--- config.mk ---
export PLATFORM = sky130hd
export DESIGN_NAME = vega_axil_master_flat
export DESIGN_NICKNAME = d
export VERILOG_FILES = /design/src/rtl/vega_axil_master_if.sv /design/src/rtl/vega_axil_master.sv /design/src/flat_wrapper.sv
export SDC_FILE = /design/constraint.sdc
export NUM_CORES = 1
export LEC_CHECK = 0
export CELL_PAD_IN_SITES_DETAIL_PLACEMENT = 0
export CELL_PAD_IN_SITES_GLOBAL_PLACEMENT = 1
export CORE_UTILIZATION = 28
export DETAILED_ROUTE_END_ITERATION = 16
export PLACE_DENSITY = 0.82
export SLEW_MARGIN = 10
export SYNTH_ARGS = -nofsm -noshare
export SYNTH_HDL_FRONTEND = slang
export SYNTH_SLANG_ARGS = --single-unit
--- constraint.sdc ---
create_clock -name s_axi_aclk -period 2.3 [get_ports s_axi_aclk]
set_input_delay 0.345 -clock s_axi_aclk [delete_from_list [all_inputs] [get_ports s_axi_aclk]]
set_output_delay 0.345 -clock s_axi_aclk [all_outputs]
set_load 0.05 [all_outputs]
--- src/rtl/vega_axil_master_if.sv ---
// Command/response stream plus AXI4-Lite initiator bus for vega_axil_master.
// Modport master is the block's view; slave is the sequencer/interconnect view.
interface vega_axil_master_if #(
    parameter int ADDR_W = 32,
    parameter int DATA_W = 32
);
    logic                  cmd_valid, cmd_ready, cmd_write;
    logic [ADDR_W-1:0]     cmd_addr;
    logic [DATA_W-1:0]     cmd_wdata;
    logic [DATA_W/8-1:0]   cmd_wstrb;
    logic                  rsp_valid, rsp_ready, rsp_write, rsp_timeout;
    logic [DATA_W-1:0]     rsp_rdata;
    logic [1:0]            rsp_resp;
    logic                  busy;
    logic [ADDR_W-1:0]     m_axi_awaddr;
    logic                  m_axi_awvalid, m_axi_awready;
    logic [DATA_W-1:0]     m_axi_wdata;
    logic [DATA_W/8-1:0]   m_axi_wstrb;
    logic                  m_axi_wvalid, m_axi_wready;
    logic [1:0]            m_axi_bresp;
    logic                  m_axi_bvalid, m_axi_bready;
    logic [ADDR_W-1:0]     m_axi_araddr;
    logic                  m_axi_arvalid, m_axi_arready;
    logic [DATA_W-1:0]     m_axi_rdata;
    logic [1:0]            m_axi_rresp;
    logic                  m_axi_rvalid, m_axi_rready;

    modport master (
        input  cmd_valid, cmd_write, cmd_addr, cmd_wdata, cmd_wstrb, rsp_ready,
               m_axi_awready, m_axi_wready, m_axi_bresp, m_axi_bvalid,
               m_axi_arready, m_axi_rdata, m_axi_rresp, m_axi_rvalid,
        output cmd_ready, rsp_valid, rsp_write, rsp_rdata, rsp_resp, rsp_timeout, busy,
               m_axi_awaddr, m_axi_awvalid, m_axi_wdata, m_axi_wstrb, m_axi_wvalid,
               m_axi_bready, m_axi_araddr, m_axi_arvalid, m_axi_rready
    );

    modport slave (
        output cmd_valid, cmd_write, cmd_addr, cmd_wdata, cmd_wstrb, rsp_ready,
               m_axi_awready, m_axi_wready, m_axi_bresp, m_axi_bvalid,
               m_axi_arready, m_axi_rdata, m_axi_rresp, m_axi_rvalid,
        input  cmd_ready, rsp_valid, rsp_write, rsp_rdata, rsp_resp, rsp_timeout, busy,
               m_axi_awaddr, m_axi_awvalid, m_axi_wdata, m_axi_wstrb, m_axi_wvalid,
               m_axi_bready, m_axi_araddr, m_axi_arvalid, m_axi_rready
    );
endinterface

--- src/rtl/vega_axil_master.sv ---
// AXI4-Lite initiator: one command in, one single-beat transaction, one response out.
// Optional watchdog abort enabled by defining VEGA_AXIL_MASTER_TIMEOUT_EN.
module vega_axil_master #(
    parameter int ADDR_W         = 32,
    parameter int DATA_W         = 32,
    parameter int TIMEOUT_CYCLES = 1024
) (
    input logic                 s_axi_aclk,
    input logic                 s_axi_aresetn,
    vega_axil_master_if.master  bus
);
    localparam int STRB_W = DATA_W / 8;

    typedef enum logic [2:0] {IDLE, WR_AW_W, WR_B, RD_AR, RD_R, RSP} state_e;

    state_e              state_q, state_d;
    logic                cmd_ready_q, cmd_ready_d, busy_q, busy_d;
    logic                awvalid_q, awvalid_d, wvalid_q, wvalid_d, bready_q, bready_d;
    logic                arvalid_q, arvalid_d, rready_q, rready_d;
    logic                rsp_valid_q, rsp_valid_d, rsp_write_q, rsp_write_d;
    logic [ADDR_W-1:0]   addr_q, addr_d;
    logic [DATA_W-1:0]   wdata_q, wdata_d, rdata_q, rdata_d;
    logic [STRB_W-1:0]   wstrb_q, wstrb_d;
    logic [1:0]          resp_q, resp_d;

`ifdef VEGA_AXIL_MASTER_TIMEOUT_EN
    localparam int            CNT_W = $clog2(TIMEOUT_CYCLES + 1);
    localparam logic [CNT_W-1:0] TMO_LIMIT = CNT_W'(TIMEOUT_CYCLES);
    logic [CNT_W-1:0]         cnt_q, cnt_d;
    logic                     tmo_q, tmo_d;
`endif

    always_comb begin
        state_d     = state_q;
        cmd_ready_d = 1'b0;
        awvalid_d   = awvalid_q;
        wvalid_d    = wvalid_q;
        bready_d    = 1'b0;
        arvalid_d   = 1'b0;
        rready_d    = 1'b0;
        rsp_valid_d = 1'b0;
        rsp_write_d = rsp_write_q;
        addr_d      = addr_q;
        wdata_d     = wdata_q;
        wstrb_d     = wstrb_q;
        rdata_d     = rdata_q;
        resp_d      = resp_q;
`ifdef VEGA_AXIL_MASTER_TIMEOUT_EN
        cnt_d       = cnt_q;
        tmo_d       = tmo_q;
`endif
        case (state_q)
            IDLE: begin
                cmd_ready_d = 1'b1;
                // cmd_ready_q is low for the first cycle out of reset
                if (cmd_ready_q && bus.cmd_valid) begin
                    cmd_ready_d = 1'b0;
                    rsp_write_d = bus.cmd_write;
                    addr_d      = bus.cmd_addr;
                    wdata_d     = bus.cmd_wdata;
                    wstrb_d     = bus.cmd_wstrb;
                    rdata_d     = '0;
                    resp_d      = 2'b00;
`ifdef VEGA_AXIL_MASTER_TIMEOUT_EN
                    cnt_d       = CNT_W'(1);
                    tmo_d       = 1'b0;
`endif
                    if (bus.cmd_write) begin
                        state_d   = WR_AW_W;
                        awvalid_d = 1'b1;
                        wvalid_d  = 1'b1;
                    end else begin
                        state_d   = RD_AR;
                        arvalid_d = 1'b1;
                    end
                end
            end
            WR_AW_W: begin
                if (awvalid_q && bus.m_axi_awready) awvalid_d = 1'b0;
                if (wvalid_q && bus.m_axi_wready)   wvalid_d  = 1'b0;
                if (!awvalid_d && !wvalid_d) begin
                    state_d  = WR_B;
                    bready_d = 1'b1;
                end
            end
            WR_B: begin
                bready_d = 1'b1;
                if (bready_q && bus.m_axi_bvalid) begin
                    bready_d    = 1'b0;
                    resp_d      = bus.m_axi_bresp;
                    rsp_valid_d = 1'b1;
                    state_d     = RSP;
                end
            end
            RD_AR: begin
                arvalid_d = 1'b1;
                if (arvalid_q && bus.m_axi_arready) begin
                    arvalid_d = 1'b0;
                    rready_d  = 1'b1;
                    state_d   = RD_R;
                end
            end
            RD_R: begin
                rready_d = 1'b1;
                if (rready_q && bus.m_axi_rvalid) begin
                    rready_d    = 1'b0;
                    rdata_d     = bus.m_axi_rdata;
                    resp_d      = bus.m_axi_rresp;
                    rsp_valid_d = 1'b1;
                    state_d     = RSP;
                end
            end
            RSP: begin
                rsp_valid_d = 1'b1;
                if (bus.rsp_ready) begin
                    rsp_valid_d = 1'b0;
                    cmd_ready_d = 1'b1;
                    state_d     = IDLE;
                end
            end
            default: state_d = IDLE;
        endcase
`ifdef VEGA_AXIL_MASTER_TIMEOUT_EN
        // A handshake completing on the limit edge still wins over the abort.
        if (state_q != IDLE && state_q != RSP && state_d != RSP) begin
            if (cnt_q == TMO_LIMIT) begin
                state_d     = RSP;
                awvalid_d   = 1'b0;
                wvalid_d    = 1'b0;
                bready_d    = 1'b0;
                arvalid_d   = 1'b0;
                rready_d    = 1'b0;
                rsp_valid_d = 1'b1;
                rdata_d     = '0;
                resp_d      = 2'b10;
                tmo_d       = 1'b1;
            end else begin
                cnt_d = cnt_q + CNT_W'(1);
            end
        end
`endif
        busy_d = (state_d != IDLE);
    end

    always_ff @(posedge s_axi_aclk or negedge s_axi_aresetn) begin
        if (!s_axi_aresetn) begin
            state_q     <= IDLE;
            cmd_ready_q <= 1'b0;
            busy_q      <= 1'b0;
            awvalid_q   <= 1'b0;
            wvalid_q    <= 1'b0;
            bready_q    <= 1'b0;
            arvalid_q   <= 1'b0;
            rready_q    <= 1'b0;
            rsp_valid_q <= 1'b0;
            rsp_write_q <= 1'b0;
            addr_q      <= '0;
            wdata_q     <= '0;
            wstrb_q     <= '0;
            rdata_q     <= '0;
            resp_q      <= 2'b00;
`ifdef VEGA_AXIL_MASTER_TIMEOUT_EN
            cnt_q       <= '0;
            tmo_q       <= 1'b0;
`endif
        end else begin
            state_q     <= state_d;
            cmd_ready_q <= cmd_ready_d;
            busy_q      <= busy_d;
            awvalid_q   <= awvalid_d;
            wvalid_q    <= wvalid_d;
            bready_q    <= bready_d;
            arvalid_q   <= arvalid_d;
            rready_q    <= rready_d;
            rsp_valid_q <= rsp_valid_d;
            rsp_write_q <= rsp_write_d;
            addr_q      <= addr_d;
            wdata_q     <= wdata_d;
            wstrb_q     <= wstrb_d;
            rdata_q     <= rdata_d;
            resp_q      <= resp_d;
`ifdef VEGA_AXIL_MASTER_TIMEOUT_EN
            cnt_q       <= cnt_d;
            tmo_q       <= tmo_d;
`endif
        end
    end

`ifdef VEGA_AXIL_MASTER_TIMEOUT_EN
    assign bus.rsp_timeout = tmo_q;
`else
    logic unused_tmo;
    assign unused_tmo      = (TIMEOUT_CYCLES < 2);
    assign bus.rsp_timeout = 1'b0;
`endif

    assign bus.cmd_ready     = cmd_ready_q;
    assign bus.busy          = busy_q;
    assign bus.rsp_valid     = rsp_valid_q;
    assign bus.rsp_write     = rsp_write_q;
    assign bus.rsp_rdata     = rdata_q;
    assign bus.rsp_resp      = resp_q;
    assign bus.m_axi_awaddr  = addr_q;
    assign bus.m_axi_awvalid = awvalid_q;
    assign bus.m_axi_wdata   = wdata_q;
    assign bus.m_axi_wstrb   = wstrb_q;
    assign bus.m_axi_wvalid  = wvalid_q;
    assign bus.m_axi_bready  = bready_q;
    assign bus.m_axi_araddr  = addr_q;
    assign bus.m_axi_arvalid = arvalid_q;
    assign bus.m_axi_rready  = rready_q;
endmodule
--- src/flat_wrapper.sv ---
// flat-port wrapper written by rule: the top's interface ports become plain ports
module vega_axil_master_flat 
#(
    parameter int ADDR_W         = 32,
    parameter int DATA_W         = 32,
    parameter int TIMEOUT_CYCLES = 1024
)
  (s_axi_aclk, s_axi_aresetn, bus_cmd_valid, bus_cmd_write, bus_cmd_addr, bus_cmd_wdata, bus_cmd_wstrb, bus_rsp_ready, bus_m_axi_awready, bus_m_axi_wready, bus_m_axi_bresp, bus_m_axi_bvalid, bus_m_axi_arready, bus_m_axi_rdata, bus_m_axi_rresp, bus_m_axi_rvalid, bus_cmd_ready, bus_rsp_valid, bus_rsp_write, bus_rsp_rdata, bus_rsp_resp, bus_rsp_timeout, bus_busy, bus_m_axi_awaddr, bus_m_axi_awvalid, bus_m_axi_wdata, bus_m_axi_wstrb, bus_m_axi_wvalid, bus_m_axi_bready, bus_m_axi_araddr, bus_m_axi_arvalid, bus_m_axi_rready);
  vega_axil_master_if #(.ADDR_W(ADDR_W), .DATA_W(DATA_W)) bus_i ();
  input logic s_axi_aclk;
  input logic s_axi_aresetn;
  input wire logic [$bits(bus_i.cmd_valid)-1:0] bus_cmd_valid;
  input wire logic [$bits(bus_i.cmd_write)-1:0] bus_cmd_write;
  input wire logic [$bits(bus_i.cmd_addr)-1:0] bus_cmd_addr;
  input wire logic [$bits(bus_i.cmd_wdata)-1:0] bus_cmd_wdata;
  input wire logic [$bits(bus_i.cmd_wstrb)-1:0] bus_cmd_wstrb;
  input wire logic [$bits(bus_i.rsp_ready)-1:0] bus_rsp_ready;
  input wire logic [$bits(bus_i.m_axi_awready)-1:0] bus_m_axi_awready;
  input wire logic [$bits(bus_i.m_axi_wready)-1:0] bus_m_axi_wready;
  input wire logic [$bits(bus_i.m_axi_bresp)-1:0] bus_m_axi_bresp;
  input wire logic [$bits(bus_i.m_axi_bvalid)-1:0] bus_m_axi_bvalid;
  input wire logic [$bits(bus_i.m_axi_arready)-1:0] bus_m_axi_arready;
  input wire logic [$bits(bus_i.m_axi_rdata)-1:0] bus_m_axi_rdata;
  input wire logic [$bits(bus_i.m_axi_rresp)-1:0] bus_m_axi_rresp;
  input wire logic [$bits(bus_i.m_axi_rvalid)-1:0] bus_m_axi_rvalid;
  output wire logic [$bits(bus_i.cmd_ready)-1:0] bus_cmd_ready;
  output wire logic [$bits(bus_i.rsp_valid)-1:0] bus_rsp_valid;
  output wire logic [$bits(bus_i.rsp_write)-1:0] bus_rsp_write;
  output wire logic [$bits(bus_i.rsp_rdata)-1:0] bus_rsp_rdata;
  output wire logic [$bits(bus_i.rsp_resp)-1:0] bus_rsp_resp;
  output wire logic [$bits(bus_i.rsp_timeout)-1:0] bus_rsp_timeout;
  output wire logic [$bits(bus_i.busy)-1:0] bus_busy;
  output wire logic [$bits(bus_i.m_axi_awaddr)-1:0] bus_m_axi_awaddr;
  output wire logic [$bits(bus_i.m_axi_awvalid)-1:0] bus_m_axi_awvalid;
  output wire logic [$bits(bus_i.m_axi_wdata)-1:0] bus_m_axi_wdata;
  output wire logic [$bits(bus_i.m_axi_wstrb)-1:0] bus_m_axi_wstrb;
  output wire logic [$bits(bus_i.m_axi_wvalid)-1:0] bus_m_axi_wvalid;
  output wire logic [$bits(bus_i.m_axi_bready)-1:0] bus_m_axi_bready;
  output wire logic [$bits(bus_i.m_axi_araddr)-1:0] bus_m_axi_araddr;
  output wire logic [$bits(bus_i.m_axi_arvalid)-1:0] bus_m_axi_arvalid;
  output wire logic [$bits(bus_i.m_axi_rready)-1:0] bus_m_axi_rready;
  assign bus_i.cmd_valid = bus_cmd_valid;
  assign bus_i.cmd_write = bus_cmd_write;
  assign bus_i.cmd_addr = bus_cmd_addr;
  assign bus_i.cmd_wdata = bus_cmd_wdata;
  assign bus_i.cmd_wstrb = bus_cmd_wstrb;
  assign bus_i.rsp_ready = bus_rsp_ready;
  assign bus_i.m_axi_awready = bus_m_axi_awready;
  assign bus_i.m_axi_wready = bus_m_axi_wready;
  assign bus_i.m_axi_bresp = bus_m_axi_bresp;
  assign bus_i.m_axi_bvalid = bus_m_axi_bvalid;
  assign bus_i.m_axi_arready = bus_m_axi_arready;
  assign bus_i.m_axi_rdata = bus_m_axi_rdata;
  assign bus_i.m_axi_rresp = bus_m_axi_rresp;
  assign bus_i.m_axi_rvalid = bus_m_axi_rvalid;
  assign bus_cmd_ready = bus_i.cmd_ready;
  assign bus_rsp_valid = bus_i.rsp_valid;
  assign bus_rsp_write = bus_i.rsp_write;
  assign bus_rsp_rdata = bus_i.rsp_rdata;
  assign bus_rsp_resp = bus_i.rsp_resp;
  assign bus_rsp_timeout = bus_i.rsp_timeout;
  assign bus_busy = bus_i.busy;
  assign bus_m_axi_awaddr = bus_i.m_axi_awaddr;
  assign bus_m_axi_awvalid = bus_i.m_axi_awvalid;
  assign bus_m_axi_wdata = bus_i.m_axi_wdata;
  assign bus_m_axi_wstrb = bus_i.m_axi_wstrb;
  assign bus_m_axi_wvalid = bus_i.m_axi_wvalid;
  assign bus_m_axi_bready = bus_i.m_axi_bready;
  assign bus_m_axi_araddr = bus_i.m_axi_araddr;
  assign bus_m_axi_arvalid = bus_i.m_axi_arvalid;
  assign bus_m_axi_rready = bus_i.m_axi_rready;
  vega_axil_master #(.ADDR_W(ADDR_W), .DATA_W(DATA_W), .TIMEOUT_CYCLES(TIMEOUT_CYCLES)) u_core (.s_axi_aclk(s_axi_aclk), .s_axi_aresetn(s_axi_aresetn), .bus(bus_i));
endmodule
# Word level (Yosys, flattened, before mapping)
# Cells that the tools add are included.
[totals]
out_inout_bits = 144
n_memories = 0
romBits = 0
input_bits = 114
register_bits = 114
latch_bits = 0
mem_bits_rw = 0
[classes]
magnitude_cmp = 0
bitwise = 0
mul = 0
eq_ne = 9
shifts = 0
mux = 40
reduce_logical = 18
div = 0
add_sub_neg = 0
[ops]
columns = ["cell", "n"]
rows = [
  ["2-to-1 mux 32 bit", 2],
  ["case mux 32 bit (2 select lines)", 1],
  ["2-to-1 mux 1 bit", 18],
  ["2-to-1 mux 3 bit", 6],
  ["case mux 3 bit (6 select lines)", 1],
  ["case mux 1 bit (2 select lines)", 6],
  ["2-to-1 mux 2 bit", 4],
  ["logical AND 1 bit", 7],
  ["equality test 3 x 2 -> 1 bit, second input constant", 2],
  ["equality test 3 bit, second input constant", 2],
  ["inequality test 2 x 1 -> 1 bit, second input constant", 3],
  ["case mux 2 bit (3 select lines)", 1],
  ["AND reduction 3 bit", 2],
  ["nonzero test 3 bit", 2],
  ["AND reduction 4 bit", 1],
  ["nonzero test 2 bit", 2],
  ["equality test 3 x 1 -> 1 bit, second input constant", 1],
  ["zero test 3 bit", 1],
  ["case mux 1 bit (3 select lines)", 1],
  ["zero test 1 bit", 2],
  ["inequality test 2 bit, second input constant", 1],
  ["AND reduction 2 bit", 1],
]

# Longest topological paths before layout
# Gate-level depths: netlist of run 1.
[logic_depth]
word_depth = 8
depth_mapped = 7
depth_no_buf = 4

# Least setup slack after synthesis of run 1
# Ideal clock, no wire load.
[synth_path]
kind = "reg2reg"
startpoint = "register u_core.cmd_ready_q, in the netlist u_core.bus.cmd_ready"
endpoint = "register u_core.resp_q[0], in the netlist u_core.bus.rsp_resp[0]"
setup_ps = 128
n_path_buf = 1
path_slack_ps = 446
required_ps = 2172
path_stages_with_launch = 6
arrival_time_ps = 1726
path_cell_list = "dfrtp_1 -> nor4bb_4 -> and2_1 -> buf_4 -> o311ai_2 -> mux2_1"
[synth_between]
elab_chain_cells = 3
[synth_rtl]
columns = ["element", "line", "rtl"]
rows = [
  ["from (decl)", "vega_axil_master.sv:17", "logic cmd_ready_q, cmd_ready_d, busy_q, busy_d;"],
  ["from (signal assigned)", "vega_axil_master.sv:168", "cmd_ready_q <= cmd_ready_d;"],
  ["logical AND 1 bit", "vega_axil_master.sv:56", "if (cmd_ready_q && bus.cmd_valid) begin"],
  ["inequality test 2 x 1 -> 1 bit (no source line)", "n/a", ""],
  ["AND reduction 4 bit (no source line)", "n/a", ""],
  ["to (signal assigned)", "vega_axil_master.sv:181", "resp_q <= resp_d;"],
  ["to (decl)", "vega_axil_master.sv:24", "logic [1:0] resp_q, resp_d;"],
]
# No other way between the ends.
# A chain may end at the register's enable or synchronous reset.

# Worst setup path after layout of run 1
[layout_path]
startpoint = "register u_core.rready_q, in the netlist u_core.bus.m_axi_rready"
endpoint = "output bus_m_axi_rready"
[layout_lines]
columns = ["element", "line", "rtl"]
rows = [
  ["from (decl)", "vega_axil_master.sv:19", "logic arvalid_q, arvalid_d, rready_q, rready_d;"],
  ["from (signal assigned)", "vega_axil_master.sv:174", "rready_q <= rready_d;"],
  ["to (decl)", "flat_wrapper.sv:41", "output wire logic [$bits(bus_i.m_axi_rready)-1:0] bus_m_axi_rready;"],
]
# No word-level cell between the ends.

==> results of run 1 <==
-- power by group --
part           leakage [nW]  internal, mW  switching (mW)
logic                  1.84          2.64            5.54
registers              1.47          2.91           0.601
clock network         0.289          1.74           0.888
-- metal layers --
layer,vias to the layer above,track usage,wire length (um)
li1,2062,-,-
met1,1877,0.200,5890
met2,137,0.252,6320
met3,16,0.0554,905
met4,0,0.0665,249
met5,-,0,0
-- final timing paths --
path	slack (ns)	endpoint	cells past startpoint
setup / recovery	0.29	bus_m_axi_rready	1
setup reg to reg	0.49	u_core.bus.busy$_DFF_PN0_	5
hold reg to reg	0.47	u_core.bus.m_axi_wdata[24]$_DFFE_PN0P_	2
max in group asynchronous	1.50	u_core.bus.m_axi_wdata[24]$_DFFE_PN0P_	3
hold / removal	0.46	u_core.bus.m_axi_wdata[11]$_DFFE_PN0P_	3
min in group asynchronous	0.49	u_core.bus.rsp_rdata[6]$_DFFE_PN0P_	3
-- placed cells by master, fill, tap and decap left out, types with 2 or more instances in the layout --
| cell | instances |
|---|---|
| o21ai_1 | 33 |
| a21oi_1 | 4 |
| clkbuf_1 | 6 |
| inv_1 | 3 |
| mux2_1 | 2 |
| bufinv_16 | 2 |
| buf_4 | 5 |
| clkbuf_8 | 5 |
| clkinv_2 | 2 |
| clkbuf_16 | 17 |
| nand2_1 | 280 |
| buf_12 | 6 |
| dfrtp_1 | 114 |
| nand2b_1 | 2 |
| a31oi_1 | 2 |
| clkdlybuf4s50_1 | 255 |
| a22o_1 | 2 |
-- cell usage after synthesis --
cell and count:
a31oi_1 2, a211oi_1 1, a21boi_0 1, inv_1 3
buf_6 1, and2_1 2, a21oi_1 4, o21ai_1 33
nor3b_2 1, nand2b_1 2, buf_2 9, conb_1 1
dfrtp_1 114, and3b_1 1, nand2_1 281, o211ai_1 1
nor4bb_4 1, nor4bb_1 1, nand3_1 1, clkbuf_1 11
mux2_1 2, a22o_1 2, and3_1 1, a32oi_1 2
nor3b_1 1, nand4b_1 1, o311ai_2 1, or3_1 1
nor3b_4 1, o21ai_0 1, nor2_1 1, buf_4 38
-- area by class of cell --
class / instances / area (um^2)
sequential: 114 / 2850
timing repair buffer: 267 / 2720
clock buffer: 28 / 517
multi-input combinational: 347 / 1520
inverter: 3 / 11.3
tap: 220 / 275
fill: 1632 / 8620
clock inverter: 4 / 70.1
-- registers in the layout (all words and copies together), names as in the netlist --
name	cells
u_core.bus.rsp_resp	2
u_core.bus.m_axi_rready	1
u_core.bus.busy	1
u_core.bus.rsp_write	1
u_core.state_q	3
u_core.bus.rsp_rdata	32
u_core.bus.m_axi_wdata	32
u_core.bus.m_axi_wstrb	4
u_core.bus.rsp_valid	1
u_core.bus.m_axi_awvalid	1
u_core.bus.m_axi_wvalid	1
u_core.bus.cmd_ready	1
u_core.bus.m_axi_arvalid	1
u_core.bus.m_axi_araddr	32
u_core.bus.m_axi_bready	1
-- stage by stage --
step	power (mW)	setup WS, ns	hold slack [ns]
2_1_floorplan	9.15	0.446	0.0494
3_3_place_gp	11.7	0.256	0.384
3_5_place_dp	11.8	0.211	0.392
4_1_cts	14.5	0.262	0.442
5_1_grt	15.0	0.243	0.450
6_report	14.3	0.291	0.464
-- cells by family after synthesis --
group,after synthesis,share of synthesized area
other,1,0.000791
AND/OR/NAND/NOR,296,0.251
AO/OA/AOI/OAI,48,0.0583
buffers and inverters,62,0.0831
flip-flops,114,0.602
multiplexers,2,0.00475
-- what timing repair did --
| item | in CTS | in global routing |
|---|---|---|
| endpoints found under the hold margin | 114 | 0 |
| hold buffers | 1 | 0 |
| resized for setup | 0 | 0 |
| buffers inserted | 0 | 0 |
-- worst register-to-register path: stages (launching register included) --
cell and delay, ns:
dfrtp_1 0.50, nor3b_4 0.52, a32oi_4 0.18, buf_12 0.22, and2_1 0.23, nand4b_1 0.10
==> results.sh, run 1 <==
export IMPL_cts_path_max_buffers=2
export IMPL_timing_fmax_ghz=0.498
export IMPL_syn_to_final_growth_pct=67.9
export IMPL_htree_levels=4
export IMPL_vias_per_cell=4.16
export IMPL_clkTransAtPathRegs_ns=0.05
export IMPL_power_density_nw_per_um2=1800
export IMPL_routedWlPerCell_um=13.6
export IMPL_grt_pass1_wl_um=21800
export IMPL_core_um2=16600
export IMPL_path_cells="clkdlybuf4s50_1"
export IMPL_peakVddDrop_v=0.000773
export IMPL_dpl_cell_area_um2=7370
export IMPL_die_area_um2=17500
export IMPL_wl_um=13400
export IMPL_stdcell_count=983
export IMPL_setup_worst_path_start_class="register"
export IMPL_placed_cells=950
export IMPL_rsz0062_at_grt="no"
export IMPL_hold_start="bus_cmd_wdata[11]"
export IMPL_row_count=47
export IMPL_cts_tree="built"
export IMPL_r2r_start="u_core.state_q[2]$_DFF_PN0_"
export IMPL_critPathTopFamily="buffers and inverters"
export IMPL_cts_buffers=17
export IMPL_antenna_found_initial=0
export IMPL_vias=4092
export IMPL_setup_violations=0
export IMPL_seq_area_frac_synth=0.602
export IMPL_grt_pass1_vias=4039
export IMPL_ys_types=32
export IMPL_required_ns=1.96
export IMPL_syn_area_per_cell_um2=9.07
export IMPL_port_buffers=256
export IMPL_dp_hpwl_um=9400
export IMPL_final_nets=864
export IMPL_grt_overflow=0
export IMPL_synth_area_leaders="dfrtp_1 (60%), nand2_1 (22%), buf_4 (6.0%), o21ai_1 (3.5%), buf_2 (0.95%)"
export IMPL_drv_slew=0
export IMPL_fin_util=0.480
export IMPL_hold_path_class="in -> reg"
export IMPL_syn_inst=523
export IMPL_crit_type="reg -> out"
export IMPL_cts_root_buf="clkbuf_16"
export IMPL_worst_slew_pin_slew_ns=0.569
export IMPL_max_cap_violations=0
export IMPL_p_leak_nw=3.60
export IMPL_yosys_area_top_type="dfrtp_1"
export IMPL_antenna_left=0
export IMPL_initialDrtViolationCount=154
export IMPL_initial_core_util=0.286
export IMPL_critPathMaxFanout=3
export IMPL_antennaDiodeCount=0
export IMPL_synth_seq_cells=114
export IMPL_grt_max_degree=66
export IMPL_cp_arrival_ns=1.66
export IMPL_fp_dieH_um=132
export IMPL_fin_worst_skew_ns=0.00772
export IMPL_io_pins=258
export IMPL_worstSkewPairLatency_ns=0.41
export IMPL_slowest_stage="clkdlybuf4s50_1"
export IMPL_synth_top_area_share=0.602
export IMPL_final_layout_size_suffix_gt1_frac=0.0577
export IMPL_critPathCaptureType="primary output"
export IMPL_synthesis_area_um2=4740
export IMPL_die_w_um=132
export IMPL_drc=0
export IMPL_cts_sinks=114
export IMPL_gr_usage_all_layers=0.160
export IMPL_gp_congestion=0.735
export IMPL_drt_first_pass_iters=4
export IMPL_synth_yosys_warnings=0
export IMPL_maxSlewHeadroom=0.619
export IMPL_cp_startpoint="u_core.bus.m_axi_rready$_DFF_PN0_"
export IMPL_final_hold_viol_count=0
export IMPL_cp_slowest_stage_delay_ns=0.85
export IMPL_synth_nets=637
export IMPL_final_area_um2=7960
export IMPL_min_period_ns=2.01
export IMPL_crit_buf_inv=1
export IMPL_finalCritPeriodShare=0.873
export IMPL_setup_tns_ns=0
export IMPL_status="complete, no violations"
Power figures use the tool's default switching activity.
==> inputs of run 2 (changes only) <==
--- a/config.mk
+++ b/config.mk
@@ -9,7 +9,7 @@
 export CELL_PAD_IN_SITES_GLOBAL_PLACEMENT = 1
 export CORE_UTILIZATION = 28
 export DETAILED_ROUTE_END_ITERATION = 16
-export PLACE_DENSITY = 0.82
+export PLACE_DENSITY_LB_ADDON = 0.1
 export SLEW_MARGIN = 10
 export SYNTH_ARGS = -nofsm -noshare
 export SYNTH_HDL_FRONTEND = slang
==> results.sh, run 2 (synthesized netlist as in run 1, its figures left out) <==
export IMPL_cts_sinks=114
export IMPL_vias_per_cell=4.21
export IMPL_drt_first_pass_iters=4
export IMPL_drc=0
export IMPL_wl_um=13600
export IMPL_peakVddDrop_v=0.000721
export IMPL_core_um2=16600
export IMPL_grt_pass1_wl_um=22200
export IMPL_cts_root_buf="clkbuf_16"
export IMPL_gp_congestion=0.771
export IMPL_setup_worst_path_start_class="register"
export IMPL_setup_violations=0
export IMPL_power_density_nw_per_um2=1800
export IMPL_setup_tns_ns=0
export IMPL_critPathCaptureType="primary output"
export IMPL_fp_dieH_um=132
export IMPL_min_period_ns=2.01
export IMPL_antenna_found_initial=0
export IMPL_holdWs_ns=0.444
export IMPL_antenna_left=0
export IMPL_port_buffers=256
export IMPL_antennaDiodeCount=0
export IMPL_critPathTopFamily="buffers and inverters"
export IMPL_dp_hpwl_um=9900
export IMPL_htree_levels=4
export IMPL_power_share_switching=0.492
export IMPL_maxSlewHeadroom=0.627
export IMPL_max_cap_violations=0
export IMPL_switchingPower_mw=7.02
export IMPL_crit_buf_inv=1
export IMPL_cts_tree="built"
export IMPL_grt_overflow=0
export IMPL_internal_power_mw=7.24
export IMPL_final_common_cell="nand2_1"
export IMPL_critPathMaxFanout=3
export IMPL_final_hold_viol_count=0
export IMPL_finalCritPeriodShare=0.874
export IMPL_worst_slew_pin_slew_ns=0.558
export IMPL_seqPwrFrac=0.247
export IMPL_required_ns=1.96
export IMPL_initialDrtViolationCount=106
export IMPL_path_cells="clkdlybuf4s50_1"
export IMPL_final_area_um2=7930
export IMPL_final_cell_mix="nand2_1 (280), clkdlybuf4s50_1 (255), dfrtp_1 (114)"
export IMPL_grt_max_degree=65
export IMPL_die_area_um2=17500
export IMPL_clkPwrFrac=0.180
export IMPL_syn_to_final_growth_pct=67.3
export IMPL_cts_path_max_buffers=2
export IMPL_final_layout_size_suffix_gt1_frac=0.0590
export IMPL_fin_worst_skew_ns=0.00595
export IMPL_rsz0062_at_grt="no"
export IMPL_status="complete, no violations"
export IMPL_die_w_um=132
export IMPL_cts_buffers=17
export IMPL_slowest_stage="clkdlybuf4s50_1"
export IMPL_gr_usage_all_layers=0.164
export IMPL_clkTransAtPathRegs_ns=0.05
export IMPL_drv_slew=0
export IMPL_fillCellCount=1611
export IMPL_power_frac_comb=0.573
export IMPL_routedWlPerCell_um=13.9
export IMPL_total_power_mw=14.3
export IMPL_timing_fmax_ghz=0.498
export IMPL_row_count=47
export IMPL_worstSkewPairLatency_ns=0.40
export IMPL_p_leak_nw=3.60
export IMPL_initial_core_util=0.286
export IMPL_final_nets=865
export IMPL_dpl_cell_area_um2=7350
export IMPL_vias=4141
export IMPL_cp_arrival_ns=1.66
export IMPL_hold_path_class="in -> async"
export IMPL_io_pins=258
export IMPL_grt_pass1_vias=4219
export IMPL_cp_slowest_stage_delay_ns=0.86
export IMPL_crit_type="reg -> out"
export IMPL_cts_resized_gates=0
## run 2: power groups by stage
stage / Clock (mW) / Combinational (mW) / Sequential (mW)
floorplan: 0 / 2.64 / 6.51
global placement: 0 / 8.19 / 3.52
detailed placement: 0 / 8.24 / 3.56
CTS: 2.64 / 8.26 / 3.54
global route: 2.73 / 8.59 / 3.66
finish: 2.56 / 8.17 / 3.52
## run 2: repair_timing
item | 4_1_cts | 5_1_grt
buffers inserted | 0 | 0
hold buffers | 1 | 0
hold endpoints to repair | 32 | 0
## run 2: layout make-up
class                      instances  area, um^2  area share
clock buffer                      26         499      0.0629
clock inverter                     5        75.1     0.00946
inverter                           3        11.3     0.00142
multi-input combinational        347        1520       0.191
sequential                       114        2850       0.360
tap                              220         275      0.0347
timing repair buffer             268        2700       0.341
## run 2: routing by layer
layer / part of all wire / global-route usage
met1: 0.41 / 0.191
met2: 0.50 / 0.276
met3: 0.070 / 0.0561
met4: 0.013 / 0.0659
met5: 0 / 0
## run 2: per-stage QoR
step,setup slack [ns],utilization,cells
after global placement,0.280,0.443,951
after CTS,0.254,0.478,983
after global routing,0.248,0.478,983
after detailed placement,0.226,0.443,951
final,0.291,0.478,983
after floorplan,0.446,-,523
## run 2: final timing paths
check                                                       from                                      end  slack, ns  cells past startpoint
min in group s_axi_aclk                        bus_cmd_wdata[13]   u_core.bus.m_axi_wdata[13]$_DFFE_PN0P_       0.46                      3
max                            u_core.bus.m_axi_rready$_DFF_PN0_                         bus_m_axi_rready       0.29                      1
min reg2reg                u_core.bus.m_axi_wdata[8]$_DFFE_PN0P_    u_core.bus.m_axi_wdata[8]$_DFFE_PN0P_       0.47                      2
max reg2reg                          u_core.state_q[1]$_DFF_PN0_  u_core.bus.m_axi_araddr[14]$_DFFE_PN0P_       0.55                      5
min                                                s_axi_aresetn  u_core.bus.m_axi_araddr[18]$_DFFE_PN0P_       0.44                      2
max in group asynchronous                          s_axi_aresetn     u_core.bus.rsp_rdata[21]$_DFFE_PN0P_       1.22                      3
